## src/rtl/pc_gen_pkg.sv

```systemverilog
// Shared constants for the fetch-PC generator: next-PC selector encodings,
// default reset/exception vectors and a saturating counter helper.
package pc_gen_pkg;

    typedef enum logic [2:0] {
        NPC_SEQ    = 3'b000,
        NPC_BRANCH = 3'b001,
        NPC_JUMP   = 3'b010,
        NPC_JR     = 3'b011,
        NPC_ERET   = 3'b100
    } npc_op_e;

    localparam logic [31:0] DEF_RESET_PC  = 32'h0000_3000;
    localparam logic [31:0] DEF_EXC_ENTRY = 32'h0000_4180;

    function automatic logic [15:0] sat_inc16(input logic [15:0] v);
        if (v == 16'hFFFF) begin
            return v;
        end else begin
            return v + 16'd1;
        end
    endfunction

endpackage

```

## src/rtl/ras_stack.sv

```systemverilog
// Circular return-address stack: a push when full overwrites the oldest entry,
// a pop on empty is ignored, and push+pop together replaces the top entry.
module ras_stack #(
    parameter int WIDTH     = 32,
    parameter int RAS_DEPTH = 4
) (
    input  logic             clk,
    input  logic             reset,
    input  logic             push,
    input  logic             pop,
    input  logic             flush,
    input  logic [WIDTH-1:0] din,
    output logic [WIDTH-1:0] top,
    output logic             empty
);

    localparam int PW = $clog2(RAS_DEPTH);
    localparam int CW = PW + 1;
    localparam logic [CW-1:0] FULL_CNT = CW'(RAS_DEPTH);

    logic [WIDTH-1:0] mem_r [RAS_DEPTH];
    logic [PW-1:0]    ptr_r;
    logic [CW-1:0]    cnt_r;
    logic [PW-1:0]    top_idx_s;
    logic             empty_s;

    assign top_idx_s = ptr_r - PW'(1);
    assign empty_s   = (cnt_r == '0);

    // Stack storage, write pointer and occupancy count.
    always_ff @(posedge clk) begin
        if (!reset) begin
            ptr_r <= '0;
            cnt_r <= '0;
            for (int i = 0; i < RAS_DEPTH; i++) begin
                mem_r[i] <= '0;
            end
        end else if (flush) begin
            ptr_r <= '0;
            cnt_r <= '0;
        end else if (push && pop && !empty_s) begin
            mem_r[top_idx_s] <= din;
        end else if (push) begin
            mem_r[ptr_r] <= din;
            ptr_r        <= ptr_r + PW'(1);
            if (cnt_r != FULL_CNT) begin
                cnt_r <= cnt_r + CW'(1);
            end
        end else if (pop && !empty_s) begin
            ptr_r <= top_idx_s;
            cnt_r <= cnt_r - CW'(1);
        end
    end

    // Top-of-stack view; zero while empty so no stale entry leaks out.
    always_comb begin
        empty = empty_s;
        if (empty_s) begin
            top = '0;
        end else begin
            top = mem_r[top_idx_s];
        end
    end

endmodule

```

## src/rtl/pc_gen.sv

```systemverilog
// Fetch PC generator: selects the next fetch address from sequential, branch,
// jump, jr and eret sources, and tracks return prediction with a RAS.
module pc_gen
    import pc_gen_pkg::*;
#(
    parameter int               WIDTH     = 32,
    parameter logic [WIDTH-1:0] RESET_PC  = DEF_RESET_PC,
    parameter logic [WIDTH-1:0] EXC_ENTRY = DEF_EXC_ENTRY,
    parameter int               RAS_DEPTH = 4
) (
    input  logic             clk,
    input  logic             reset,
    input  logic             stall,
    input  logic [2:0]       npc_op,
    input  logic             exc_req,
    input  logic [WIDTH-1:0] d_pc,
    input  logic [25:0]      imm26,
    input  logic [WIDTH-1:0] ra,
    input  logic [WIDTH-1:0] epc,
    input  logic             link,
    input  logic             is_ret,
    output logic [WIDTH-1:0] f_pc,
    output logic [WIDTH-1:0] pc_4,
    output logic [WIDTH-1:0] ras_top,
    output logic             ras_empty,
    output logic [15:0]      ret_miss_cnt
);

    npc_op_e          op_s;
    logic [WIDTH-1:0] f_pc_r;
    logic [WIDTH-1:0] next_pc_s;
    logic [WIDTH-1:0] seq_pc_s;
    logic [WIDTH-1:0] br_pc_s;
    logic [WIDTH-1:0] j_pc_s;
    logic             push_s;
    logic             pop_s;
    logic             miss_s;
    logic [15:0]      miss_cnt_r;

    assign op_s     = npc_op_e'(npc_op);
    assign seq_pc_s = f_pc_r + WIDTH'(4);
    assign br_pc_s  = d_pc + WIDTH'(4) + {{(WIDTH-18){imm26[15]}}, imm26[15:0], 2'b00};
    assign j_pc_s   = {d_pc[WIDTH-1:28], imm26, 2'b00};

    // Exceptions squash any stack update in the same cycle.
    assign push_s = link && !stall && !exc_req;
    assign pop_s  = (op_s == NPC_JR) && is_ret && !stall && !exc_req;
    assign miss_s = ras_empty || (ras_top != ra);

    // Next-PC priority: exception, eret, stall hold, then the selector.
    always_comb begin
        next_pc_s = seq_pc_s;
        if (exc_req) begin
            next_pc_s = EXC_ENTRY;
        end else if (op_s == NPC_ERET) begin
            next_pc_s = epc;
        end else if (stall) begin
            next_pc_s = f_pc_r;
        end else begin
            case (op_s)
                NPC_BRANCH: next_pc_s = br_pc_s;
                NPC_JUMP:   next_pc_s = j_pc_s;
                NPC_JR:     next_pc_s = ra;
                default:    next_pc_s = seq_pc_s;
            endcase
        end
    end

    // Fetch PC register.
    always_ff @(posedge clk) begin
        if (!reset) begin
            f_pc_r <= RESET_PC;
        end else begin
            f_pc_r <= next_pc_s;
        end
    end

    // Return-mispredict counter, saturating.
    always_ff @(posedge clk) begin
        if (!reset) begin
            miss_cnt_r <= '0;
        end else if (pop_s && miss_s) begin
            miss_cnt_r <= sat_inc16(miss_cnt_r);
        end
    end

    ras_stack #(
        .WIDTH     (WIDTH),
        .RAS_DEPTH (RAS_DEPTH)
    ) u_ras (
        .clk   (clk),
        .reset (reset),
        .push  (push_s),
        .pop   (pop_s),
        .flush (exc_req),
        .din   (d_pc + WIDTH'(8)),
        .top   (ras_top),
        .empty (ras_empty)
    );

    assign f_pc         = f_pc_r;
    assign pc_4         = f_pc_r + WIDTH'(4);
    assign ret_miss_cnt = miss_cnt_r;

endmodule

```

## config.mk

```make
export PLATFORM = sky130hd
export DESIGN_NAME = pc_gen
export DESIGN_NICKNAME = d
export VERILOG_FILES = /design/src/rtl/pc_gen_pkg.sv /design/src/rtl/ras_stack.sv /design/src/rtl/pc_gen.sv
export SDC_FILE = /design/constraint.sdc
export NUM_CORES = 1
export LEC_CHECK = 0
export BUFFER_PORTS_ARGS = -buffer_cell sky130_fd_sc_hd__clkbuf_2
export CAP_MARGIN = 25
export CORE_MARGIN = 2
export CORE_UTILIZATION = 50
export DETAILED_ROUTE_END_ITERATION = 10
export HOLD_SLACK_MARGIN = 0.03
export PLACE_DENSITY_LB_ADDON = 0.15
export RECOVER_POWER = 100
export SLEW_MARGIN = 30
export SYNTH_ARGS = -nofsm -noshare
export SYNTH_HDL_FRONTEND = slang
export SYNTH_SLANG_ARGS = --single-unit
```

## constraint.sdc

```tcl
create_clock -name clk -period 5.6 [get_ports clk]
set_input_delay 0.56 -clock clk [delete_from_list [all_inputs] [get_ports clk]]
set_output_delay 0.56 -clock clk [all_outputs]
set_load 0.02 [all_outputs]
```

==> qor.yml <==
outcome:
  status: "finished with violations"
  failed_checks: "max-capacitance violations, max-slew violations"
grt:
  grt_pass1_wl_um: 64700
  gr-total-overflow: 0
  grtUsageMet3: 0.0475
  grt_util_met2: 0.535
  grt_usage: 0.322
  use_met1: 0.439
  grt.busiest_layer: "met2"
  grt_max_degree: 53
  grt_antenna_before_repair: 1
  grt_pass1_vias: 10900
final_layout:
  syn2layout_area_growth_pct: 14.8
  final_cell_mix: "192 x nor2_1, 138 x clkbuf_2, 128 x edfxtp_1"
  final_area_um2: 14600
  layout.nets: 1785
  num-fill-cells: 2370
  final_layout_size_suffix_gt1_frac: 0.146
  antennaDiodeCount: 0
  layout_commonest_cell: "nor2_1"
clock_tree:
  cts_inserted_buffers: 17
  cts_buffer_depth: 2
  clk_latency_ns: 0.44
  clock-root-buffer: "clkbuf_16"
  cts_setup_buffers: 0
  ctsHoldBuffers: 0
  cts_num_sinks: 181
  post_cts_resized: 0
  cts_tree: "done"
  path_clk_slew_ns: 0.08
  cts_max_level: 4
hold_path:
  worstHoldStart: "epc[5]"
  min_path_cells: 3
  worstHoldEndpoint: "f_pc[5]"
  min_path_type: "primary input to register"
floorplanning:
  dieWidth_um: 164
  die-area_um2: 26800
  num_rows: 58
  coreArea_um2: 25100
  num_io_pins: 244
  die_h_um: 164
  start_util: 0.507
power_and_ir_drop:
  power.total_w: 0.00348
  leakagePower_nw: 5.99
  power.switching_w: 0.00112
  pwr-share-seq: 0.435
  powerDensity_nw_per_um2: 238
  internal_power_w: 0.00235
  p_clk_frac: 0.357
  peakVddDrop_mv: 0.180
  netSwitchingFraction: 0.323
  pwr-share-comb: 0.208
placed_design:
  placed_cell_area_um2: 14200
  place.gp.congestion: 0.952
  dp_hpwl_um: 33500
  io_buffers: 243
worst_setup_path:
  critPathSlowestCell: "clkbuf_1"
  r2r-start: "u_ras.ptr_r[0]"
  critical_path.most_common_cell: "clkbuf_1"
  critical-path-top-delay-family: "buffers and inverters"
  critPathLaunchType: "primary input"
  cp_slowest_stage_delay_ns: 1.50
  r2r_end: "ret_miss_cnt[6]"
  crit_type: "primary input to register"
  reg2reg_slack_ns: 1.23
  crit_path_cell_trace: "clkbuf_1, clkbuf_1, nand2b_1, nor2_1, clkbuf_1, nand2_1, a221oi_1, a21boi_0, a31oi_1, o21ai_0"
  path_buf_inv: 3
  worstRegToRegCells: 9
  worstPathRequired_ns: 5.97
  endpoint_kind: "register"
  crit_arrival_ns: 5.05
  cp_max_fo: 46
synthesis:
  synthTopCellsByArea: "edfxtp_1 30%, dfxtp_1 8.3%, ha_1 5.9%"
  ys_types: 71
  syn_area_um2: 12700
  synth-seq-area-share: 0.385
  synth-main-ff-cell: "edfxtp_1"
  synth-edff-count: 128
  synth_top_area_cell: "edfxtp_1"
  yosys_warnings: 0
  synthCells: 1385
  ys_ff_latch: 181
  synth.top_cell.area_share: 0.302
  synthArstFlopShare: 0
  synth_area_per_cell_um2: 9.20
  synth_nets: 1578
timing:
  max_freq_ghz: 0.214
  setup_viol: 0
  fin_crit_sh: 0.834
  rsz0062_at_grt: "false"
  hold_viol_final: 0
  slew_headroom: -0.463
  fin_crit_ns: 4.67
  fin_worst_skew_ns: 0.0154
  finalSetupTns_ns: 0
  worstMarginPinSlew_ns: 2.20
  drv_slew: 215
run:
  cap_viol_max_count: 6
routing:
  drt_pre_antenna_iters: 5
  drtAntennaViolNets: 0
  vias: 11800
  viasPerCell: 6.11
  drt_wl_total_um: 44000
  avgRoutedWirePerCell_um: 22.8
  drtIter0Drc: 1483
  drc: 0
per-stage QoR:
stage	instances	worst slack [ns]	hold slack, ns	util
final	1935	0.928	0.374	0.582
after global routing	1935	0.746	0.372	0.582
after CTS	1935	1.72	0.361	0.590
after detailed placement	1903	1.42	0.480	0.566
after global placement	1903	1.53	0.464	0.566
after floorplan	1385	0.977	0.493	-
cell usage after synthesis (all sizes together), types with 8 or more instances:
| library cell | n |
|---|---|
| and3 | 15 |
| nor3b | 10 |
| xor2 | 45 |
| a31oi | 15 |
| a21oi | 71 |
| dfxtp | 53 |
| and4 | 8 |
| a222oi | 8 |
| and2 | 38 |
| nand4 | 17 |
| o211ai | 12 |
| edfxtp | 128 |
| mux2i | 20 |
| xnor2 | 62 |
| mux4 | 33 |
| nor3 | 21 |
| clkbuf | 60 |
| ha | 60 |
| nor2 | 192 |
| a211oi | 21 |
| buf | 18 |
| nand2b | 17 |
| a22o | 8 |
| nor4 | 11 |
| o21ai | 65 |
| nor2b | 12 |
| nand3 | 49 |
| a21o | 20 |
| inv | 72 |
| nand2 | 122 |
| a21boi | 8 |
routing by layer:
layer,share of wire,vias to the layer above
met5,0,-
met2,0.47,582
li1,-,5448
met1,0.42,5708
met4,0.024,0
met3,0.080,83
power by group through the flow:
stage / combinational [W] / clock, W / sequential [W]
4_1_cts: 0.000723 / 0.00125 / 0.00151
3_3_place_gp: 0.000716 / 0 / 0.00154
5_1_grt: 0.000782 / 0.00130 / 0.00152
3_5_place_dp: 0.000717 / 0 / 0.00154
2_1_floorplan: 0.000448 / 0 / 0.00154
6_report: 0.000725 / 0.00124 / 0.00151
worst register-to-register path, delay by kind of cell (launching register included):
kind	cells	cell delay, ns
AOI/OAI and AO/OA	1	0.34
xor gates and xnor gates	2	0.34
buffers and inverters	1	0.46
DFF	1	1.19
muxes	1	0.58
and+or+nand+nor	4	1.37
area by class of cell:
type	count	area, um2	area share
clock buffers	18	429	0.0293
repair buffers	266	1230	0.0839
flip-flops and latches	181	4910	0.335
clock inverters	14	168	0.0115
multi-input cells	1053	7210	0.493
inverters	73	274	0.0187
well taps	330	413	0.0282
logic make-up (layout without fill, tap and decap cells):
group | count (synthesis) | in the layout | synth area share
AND/OR/NAND/NOR | 534 | 534 | 0.200
AO/OA/AOI/OAI | 290 | 290 | 0.150
flip-flops | 181 | 181 | 0.385
buffers and inverters | 151 | 371 | 0.0487
XOR/XNOR | 107 | 107 | 0.0736
adder cells (fa/ha/maj) | 62 | 62 | 0.0621
multiplexers | 60 | 60 | 0.0805
state kept, by name (all words and copies together) (netlist names), named ones only:
register	count
f_pc	30
u_ras.mem_r	128
ret_miss_cnt	16
u_ras.cnt_r	3
u_ras.ptr_r	2
worst max-delay path by stage:
stage | cells past startpoint | slack [ns] | start | endpoint
after global routing | 10 | 0.75 | npc_op[2] | f_pc[28]
after detailed placement | 14 | 1.42 | d_pc[3] | f_pc[29]
after CTS | 10 | 1.72 | u_ras.ptr_r[0] | ret_miss_cnt[0]
after floorplan | 6 | 0.98 | stall | u_ras.mem_r[3][0]
final | 10 | 0.93 | npc_op[2] | f_pc[28]
after global placement | 14 | 1.53 | d_pc[3] | f_pc[29]
No activity file was read; power rests on OpenSTA's default activity.
